--- src/rtl/axi_rab_pkg.sv ---
// axi_rab_pkg: shared types and constants for the RAB write-data gate
//   gate_state_t  - burst gate FSM states
//   w_beat_t      - one W beat (data, strb, user, last) at the default widths
package axi_rab_pkg;
  localparam int W_DATA_WIDTH = 64;
  localparam int W_USER_WIDTH = 6;
  localparam int DROP_CNT_WIDTH = 32;
  typedef enum logic [1:0] {IDLE, FWD, DROP} gate_state_t;
  typedef struct packed {
    logic [W_DATA_WIDTH-1:0]   data;
    logic [W_DATA_WIDTH/8-1:0] strb;
    logic [W_USER_WIDTH-1:0]   user;
    logic                      last;
  } w_beat_t;
endpackage

--- src/rtl/axi_w_burst_gate_if.sv ---
// axi_w_burst_gate_if: AXI W channel bundle
//   master drives data/strb/user/last/valid and samples ready; slave the reverse
interface axi_w_burst_gate_if #(
  parameter int DATA_WIDTH = 64,
  parameter int USER_WIDTH = 6
);
  logic [DATA_WIDTH-1:0]   data;
  logic [DATA_WIDTH/8-1:0] strb;
  logic [USER_WIDTH-1:0]   user;
  logic                    last;
  logic                    valid;
  logic                    ready;
  modport master (output data, strb, user, last, valid, input ready);
  modport slave (input data, strb, user, last, valid, output ready);
endinterface

--- src/rtl/axi_dec_fifo.sv ---
// axi_dec_fifo: DEPTH x 1-bit register FIFO of forward/drop decisions
//   push/din write when not full, pop advances when not empty,
//   dout is the current head, full/empty from the occupancy count
module axi_dec_fifo #(
  parameter int DEPTH = 4
) (
  input  logic clk,
  input  logic rst,
  input  logic push,
  input  logic pop,
  input  logic din,
  output logic dout,
  output logic full,
  output logic empty
);
  localparam int AW = $clog2(DEPTH);
  logic [DEPTH-1:0] mem;
  logic [AW-1:0] wr_ptr, rd_ptr;
  logic [AW:0] count;
  logic do_push, do_pop;
  assign full = count == (AW+1)'(DEPTH);
  assign empty = count == '0;
  assign dout = mem[rd_ptr];
  assign do_push = push && !full;
  assign do_pop = pop && !empty;
  always_ff @(posedge clk or posedge rst) begin
    if (rst) begin
      mem <= '0;
      wr_ptr <= '0;
      rd_ptr <= '0;
      count <= '0;
    end else begin
      if (do_push) mem[wr_ptr] <= din;
      wr_ptr <= wr_ptr + AW'(do_push);
      rd_ptr <= rd_ptr + AW'(do_pop);
      count <= count + (AW+1)'(do_push) - (AW+1)'(do_pop);
    end
  end
endmodule

--- src/rtl/axi_w_burst_gate.sv ---
// axi_w_burst_gate: per-burst forward/drop gate for buffered AXI W beats
//   s_w        - beats popped from the write-data buffer
//   m_w        - forwarded beats towards the master port
//   dec_*      - forward(0)/drop(1) decisions, queued in a small FIFO
//   drop_done  - one-cycle pulse after each discarded burst
//   len_err    - one-cycle pulse when a burst reaches MAX_BEATS without last
//   drop_beats - saturating discarded-beat count, cleared by drop_clr
module axi_w_burst_gate
  import axi_rab_pkg::*;
#(
  parameter int DATA_WIDTH = W_DATA_WIDTH,
  parameter int USER_WIDTH = W_USER_WIDTH,
  parameter int DEC_DEPTH  = 4,
  parameter int MAX_BEATS  = 256
) (
  input  logic                      clk,
  input  logic                      rst,
  axi_w_burst_gate_if.slave         s_w,
  axi_w_burst_gate_if.master        m_w,
  input  logic                      dec_valid,
  input  logic                      dec_drop,
  output logic                      dec_ready,
  output logic                      drop_done,
  output logic                      len_err,
  output logic [DROP_CNT_WIDTH-1:0] drop_beats,
  input  logic                      drop_clr
);
  localparam int CW = $clog2(MAX_BEATS) + 1;
  gate_state_t state, state_nx;
  logic [CW-1:0] beat_cnt;
  logic [DATA_WIDTH-1:0] fwd_data;
  logic [DATA_WIDTH/8-1:0] fwd_strb;
  logic [USER_WIDTH-1:0] fwd_user;
  logic fifo_full, fifo_empty, fifo_head, pop, acc, at_max, burst_end;
  axi_dec_fifo #(.DEPTH(DEC_DEPTH)) u_fifo (
    .clk(clk),
    .rst(rst),
    .push(dec_valid),
    .pop(pop),
    .din(dec_drop),
    .dout(fifo_head),
    .full(fifo_full),
    .empty(fifo_empty)
  );
  assign dec_ready = !fifo_full;
  assign pop = state == IDLE && !fifo_empty;
  // the beat being accepted now is the MAX_BEATS-th of the burst
  assign at_max = beat_cnt == CW'(MAX_BEATS - 1);
  assign acc = s_w.valid && s_w.ready;
  assign burst_end = acc && (s_w.last || at_max);
  assign s_w.ready = state == DROP || (state == FWD && m_w.ready);
  assign fwd_data = s_w.data;
  assign fwd_strb = s_w.strb;
  assign fwd_user = s_w.user;
  assign m_w.data = fwd_data;
  assign m_w.strb = fwd_strb;
  assign m_w.user = fwd_user;
  assign m_w.valid = state == FWD && s_w.valid;
  assign m_w.last = state == FWD && (s_w.last || at_max);
  always_ff @(posedge clk or posedge rst) begin
    if (rst) state <= IDLE;
    else state <= state_nx;
  end
  always_comb begin
    state_nx = state;
    if (state == IDLE) state_nx = pop ? (fifo_head ? DROP : FWD) : IDLE;
    else if (burst_end) state_nx = IDLE;
  end
  always_ff @(posedge clk or posedge rst) begin
    if (rst) begin
      beat_cnt <= '0;
      drop_done <= 1'b0;
      len_err <= 1'b0;
      drop_beats <= '0;
    end else begin
      beat_cnt <= (state == IDLE || burst_end) ? '0 : beat_cnt + CW'(acc);
      drop_done <= burst_end && state == DROP;
      len_err <= burst_end && at_max && !s_w.last;
      if (drop_clr) drop_beats <= '0;
      else if (acc && state == DROP && !(&drop_beats)) drop_beats <= drop_beats + 1'b1;
    end
  end
endmodule

--- src/flat_wrapper.sv ---
// flat-port wrapper written by rule: the top's interface ports become plain ports
module axi_w_burst_gate_flat import axi_rab_pkg::*;
#(
  parameter int DATA_WIDTH = W_DATA_WIDTH,
  parameter int USER_WIDTH = W_USER_WIDTH,
  parameter int DEC_DEPTH  = 4,
  parameter int MAX_BEATS  = 256
)
  (clk, rst, dec_valid, dec_drop, dec_ready, drop_done, len_err, drop_beats, drop_clr, s_w_data, s_w_strb, s_w_user, s_w_last, s_w_valid, s_w_ready, m_w_data, m_w_strb, m_w_user, m_w_last, m_w_valid, m_w_ready);
  axi_w_burst_gate_if #(.DATA_WIDTH(DATA_WIDTH), .USER_WIDTH(USER_WIDTH)) s_w_i ();
  axi_w_burst_gate_if #(.DATA_WIDTH(DATA_WIDTH), .USER_WIDTH(USER_WIDTH)) m_w_i ();
  input  logic clk;
  input  logic rst;
  input  logic dec_valid;
  input  logic dec_drop;
  output logic dec_ready;
  output logic drop_done;
  output logic len_err;
  output logic [DROP_CNT_WIDTH-1:0] drop_beats;
  input  logic drop_clr;
  input wire logic [$bits(s_w_i.data)-1:0] s_w_data;
  input wire logic [$bits(s_w_i.strb)-1:0] s_w_strb;
  input wire logic [$bits(s_w_i.user)-1:0] s_w_user;
  input wire logic [$bits(s_w_i.last)-1:0] s_w_last;
  input wire logic [$bits(s_w_i.valid)-1:0] s_w_valid;
  output wire logic [$bits(s_w_i.ready)-1:0] s_w_ready;
  output wire logic [$bits(m_w_i.data)-1:0] m_w_data;
  output wire logic [$bits(m_w_i.strb)-1:0] m_w_strb;
  output wire logic [$bits(m_w_i.user)-1:0] m_w_user;
  output wire logic [$bits(m_w_i.last)-1:0] m_w_last;
  output wire logic [$bits(m_w_i.valid)-1:0] m_w_valid;
  input wire logic [$bits(m_w_i.ready)-1:0] m_w_ready;
  assign s_w_i.data = s_w_data;
  assign s_w_i.strb = s_w_strb;
  assign s_w_i.user = s_w_user;
  assign s_w_i.last = s_w_last;
  assign s_w_i.valid = s_w_valid;
  assign s_w_ready = s_w_i.ready;
  assign m_w_data = m_w_i.data;
  assign m_w_strb = m_w_i.strb;
  assign m_w_user = m_w_i.user;
  assign m_w_last = m_w_i.last;
  assign m_w_valid = m_w_i.valid;
  assign m_w_i.ready = m_w_ready;
  axi_w_burst_gate #(.DATA_WIDTH(DATA_WIDTH), .USER_WIDTH(USER_WIDTH), .DEC_DEPTH(DEC_DEPTH), .MAX_BEATS(MAX_BEATS)) u_core (.clk(clk), .rst(rst), .s_w(s_w_i), .m_w(m_w_i), .dec_valid(dec_valid), .dec_drop(dec_drop), .dec_ready(dec_ready), .drop_done(drop_done), .len_err(len_err), .drop_beats(drop_beats), .drop_clr(drop_clr));
endmodule
--- config.mk ---
export PLATFORM = sky130hd
export DESIGN_NAME = axi_w_burst_gate_flat
export DESIGN_NICKNAME = d
export VERILOG_FILES = /design/src/rtl/axi_rab_pkg.sv /design/src/rtl/axi_w_burst_gate_if.sv /design/src/rtl/axi_dec_fifo.sv /design/src/rtl/axi_w_burst_gate.sv /design/src/flat_wrapper.sv
export SDC_FILE = /design/constraint.sdc
export NUM_CORES = 1
export LEC_CHECK = 0
export BUFFER_PORTS_ARGS = -buffer_cell sky130_fd_sc_hd__buf_2
export CORE_ASPECT_RATIO = 1.2
export CORE_UTILIZATION = 45
export CTS_CLUSTER_SIZE = 28
export DETAILED_ROUTE_END_ITERATION = 6
export HOLD_SLACK_MARGIN = 0.03
export PLACE_DENSITY = 0.78
export SETUP_SLACK_MARGIN = 0.02
export SLEW_MARGIN = 20
export SYNTH_ARGS = -nofsm -noshare
export SYNTH_HDL_FRONTEND = slang
export SYNTH_SLANG_ARGS = --single-unit
--- constraint.sdc ---
create_clock -name clk -period 2.24 [get_ports clk]
set_input_delay 0.112 -clock clk [delete_from_list [all_inputs] [get_ports clk]]
set_output_delay 0.112 -clock clk [all_outputs]
set_load 0.02 [all_outputs]
==> reports/results.txt <==
status -> complete, but fails checks
failing checks -> DRC
placed cell count -> 444
initial antenna violation count -> 0
die width -> 83.9 um
Final period util -> 0.931
delay-heaviest family, CP -> simple AND/OR/NAND/NOR gates
Sink Count -> 56
vias in the first global route -> 2644
initial cell density of the core -> 0.467
final cell count without fillers -> 455
Setup crit start -> u_core.drop_beats[0]
drt first-iter violations -> 146
drt pass-1 iters -> 7
Detail Route Antenna Nets -> 0
list of most frequent post-synthesis cells -> 78 x buf_4, 56 x dfrtp_1, 24 x a21oi_1, 20 x nor2_1, 18 x nand3_1
largest net degree at the start of global routing -> 39
Hold Path Cell Cnt -> 2
Critical Path Stages -> 6
Post-synth EDFFs -> 0
RR Startpoint -> u_core.drop_beats[0]
CP Capture Type -> flop
clock skew -> 0.00720 ns
CP bufs+invs -> 0
Post-synth ARST share -> 1.00
total routed wire length on the met1 layer -> 3010 um
final wirelength -> 8260 um
crit path capture -> u_core.drop_beats[26]
crit path DAT -> 2.31 ns
met2 wire len -> 3920 um
area delta synth->final -> 0.380%
setup TNS -> 0 ns
Final Hold Fails -> 0
GRT Util Overall -> 0.197
CTS Buffer Depth -> 2
count leader, synth -> buf_4
Synth Instances -> 379
Cell Area, Synth -> 3620 sq um
GPL Wtd Cong -> 0.865
PD cells -> 756 nW/um^2
post-synth top area share -> 0.387
Max-Cap Viols -> 0
clock share of power -> 0.264
CP Max Fanout -> 14
r2r setup slk -> 0.16 ns
Critical Path Max Stage Delay -> 0.47 ns
first-pass GRT wire length -> 13100 um
synth warn -> 0
sequential share of power -> 0.471
distinct cell type count after synthesis -> 44
# port buffers -> 45
syn nets -> 473
Pins Over Slew Limit -> 0
DP HPWL -> 6210 um
RSZ-0062 raised after global routing -> true
Overall Power -> 2750 uW
Period minus WS final -> 2.08 ns
ranking of synthesized cells by area -> dfrtp_1 39%, buf_4 16%, a21oi_1 3.3%, o31ai_1 3.1%, or4_1 3.1%
Seq/Total Area, Yosys -> 0.387
FMAX -> 480 MHz
Top FF cell, synth -> dfrtp_1
root buffer cell -> clkbuf_8
Remaining DRCs -> 38
vias per inst -> 5.91
Hold Crit Class -> primary input to flop
end of the worst register-to-register path -> u_core.drop_beats[26]
leakage power -> 0.00169 uW
Max H-tree Level -> 2
r2r worst-path depth -> 6
layout cells sized above 1 -> 0.259
Slew HR -> 0.530
type of the worst setup path -> flop to flop
Peak VDD IR -> 0.000711 V
post-synth top area cell -> dfrtp_1
Place WS -> 0.0145 ns
worst slew pin tran -> 0.705 ns
CTS tree -> done
clock slew at reported path FFs -> 0.10 ns
core area -> 7750 sq um
Site Rows -> 35
met3 WL post-DR -> 1150 um
total global routing overflow -> 0
Comb power frac -> 0.265
clk_lat worst skew -> 0.31 ns
fin nets -> 456
IO Pins -> 202
cts bufs inserted -> 5
Sw Share -> 0.300
WP data required -> 2.47 ns
setup violators final -> 0
DIE HEIGHT -> 100 um
average wire per cell in the routed design -> 18.1 um
die area -> 8410 sq um
top sig layer -> met4
vias -> 2688
ANT cells -> 0
FF+latch count, synth -> 56
Syn Area/Cell -> 9.56 sq um
critical-path cell list -> ha_1, and3_1, nand4b_4, a211o_4, or4_1, a21oi_1
slowest cell on the critical path -> or4_1
Critical Path Source Type -> flop
Power Internal -> 1920 uW
fill count -> 722
slack of the critical path -> 0.155 ns
net switching power -> 824 uW
==> per-layer routing <==
| layer | vias up | GRT usage |
|---|---|---|
| met2 | 141 | 0.317 |
| met1 | 1290 | 0.207 |
| met5 | - | 0 |
| met4 | 0 | 0.0928 |
| li1 | 1237 | - |
| met3 | 20 | 0.117 |
==> state kept, by name, indices dropped and copies added, names as in the netlist <==
register,flops
u_core.drop_beats,32
u_core.beat_cnt,9
u_core.u_fifo.mem,4
u_core.u_fifo.count,3
u_core.state,2
u_core.u_fifo.rd_ptr,2
u_core.u_fifo.wr_ptr,2
u_core.drop_done,1
u_core.len_err,1
==> timing repair <==
action | in CTS | in global routing
hold buffers | 2 | 0
resized for setup | 1 | 7
buffers inserted | 0 | 1
hold endpoints to repair | 19 | 0
endpoints found under the setup margin | 1 | 7
==> worst register-to-register path: cells and delay by family, from the launching register on <==
kind	cells	cell delay, ns
DFF	1	0.37
AOI/OAI and AO/OA	2	0.57
and+or+nand+nor	3	0.90
adders and majority gates	1	0.18
==> through the flow <==
step / area (sq um) / hold slack [ns] / util
2_1_floorplan: 3620 / 0.185 / -
3_3_place_gp: 3450 / 0.133 / 0.446
3_5_place_dp: 3450 / 0.132 / 0.446
4_1_cts: 3610 / 0.0811 / 0.465
5_1_grt: 3640 / 0.0867 / 0.469
6_report: 3640 / 0.0937 / 0.469
==> how the worst min path moves through the flow <==
stage / from / endpoint / slack, ns
2_1_floorplan: s_w_last / u_core.len_err / 0.18
3_3_place_gp: rst / u_core.drop_beats[19] / 0.13
3_5_place_dp: rst / u_core.drop_beats[19] / 0.13
4_1_cts: dec_drop / u_core.u_fifo.mem[3] / 0.08
5_1_grt: dec_drop / u_core.u_fifo.mem[2] / 0.09
6_report: dec_drop / u_core.u_fifo.mem[3] / 0.09
==> layout by cell type, fill, tap and decap left out, drive strengths merged, types with 4 or more instances in the layout <==
| cell | n |
|---|---|
| o31ai | 15 |
| buf | 62 |
| nand2 | 16 |
| xor2 | 9 |
| and4 | 6 |
| nor2b | 9 |
| or4 | 15 |
| dfrtp | 56 |
| inv | 10 |
| or3 | 9 |
| nand3 | 18 |
| nor2 | 20 |
| mux2 | 10 |
| clkbuf | 7 |
| nor3 | 6 |
| o21ai | 11 |
| nor4 | 4 |
| and2 | 9 |
| a21oi | 24 |
| nand4 | 10 |
| ha | 7 |
==> area by class of cell <==
| type | instances | area (sq um) | area share |
|---|---|---|---|
| multi-input cells | 225 | 1570 | 0.432 |
| clock buffers | 7 | 96.3 | 0.0265 |
| inverters | 10 | 37.5 | 0.0103 |
| well taps | 92 | 115 | 0.0317 |
| flip-flops and latches | 56 | 1400 | 0.386 |
| clock inverters | 1 | 30.0 | 0.00826 |
| repair buffers | 64 | 385 | 0.106 |
==> logic make-up (layout without fill, tap and decap cells) <==
group | after synthesis | count (layout) | synth area share
adder cells (fa/ha/maj) | 8 | 8 | 0.0297
AO/OA/AOI/OAI | 56 | 56 | 0.0929
XOR/XNOR | 12 | 12 | 0.0290
buffers and inverters | 98 | 82 | 0.187
flip-flops | 56 | 56 | 0.387
AND/OR/NAND/NOR | 138 | 138 | 0.237
multiplexers | 11 | 11 | 0.0373
==> power by group through the flow <==
stage	clock network, uW	logic [uW]	registers (uW)
floorplan	0	692	1300
global placement	0	654	1300
detailed placement	0	682	1310
CTS	744	692	1290
global route	780	826	1320
finish	727	727	1290
Power figures use the tool's default switching activity.
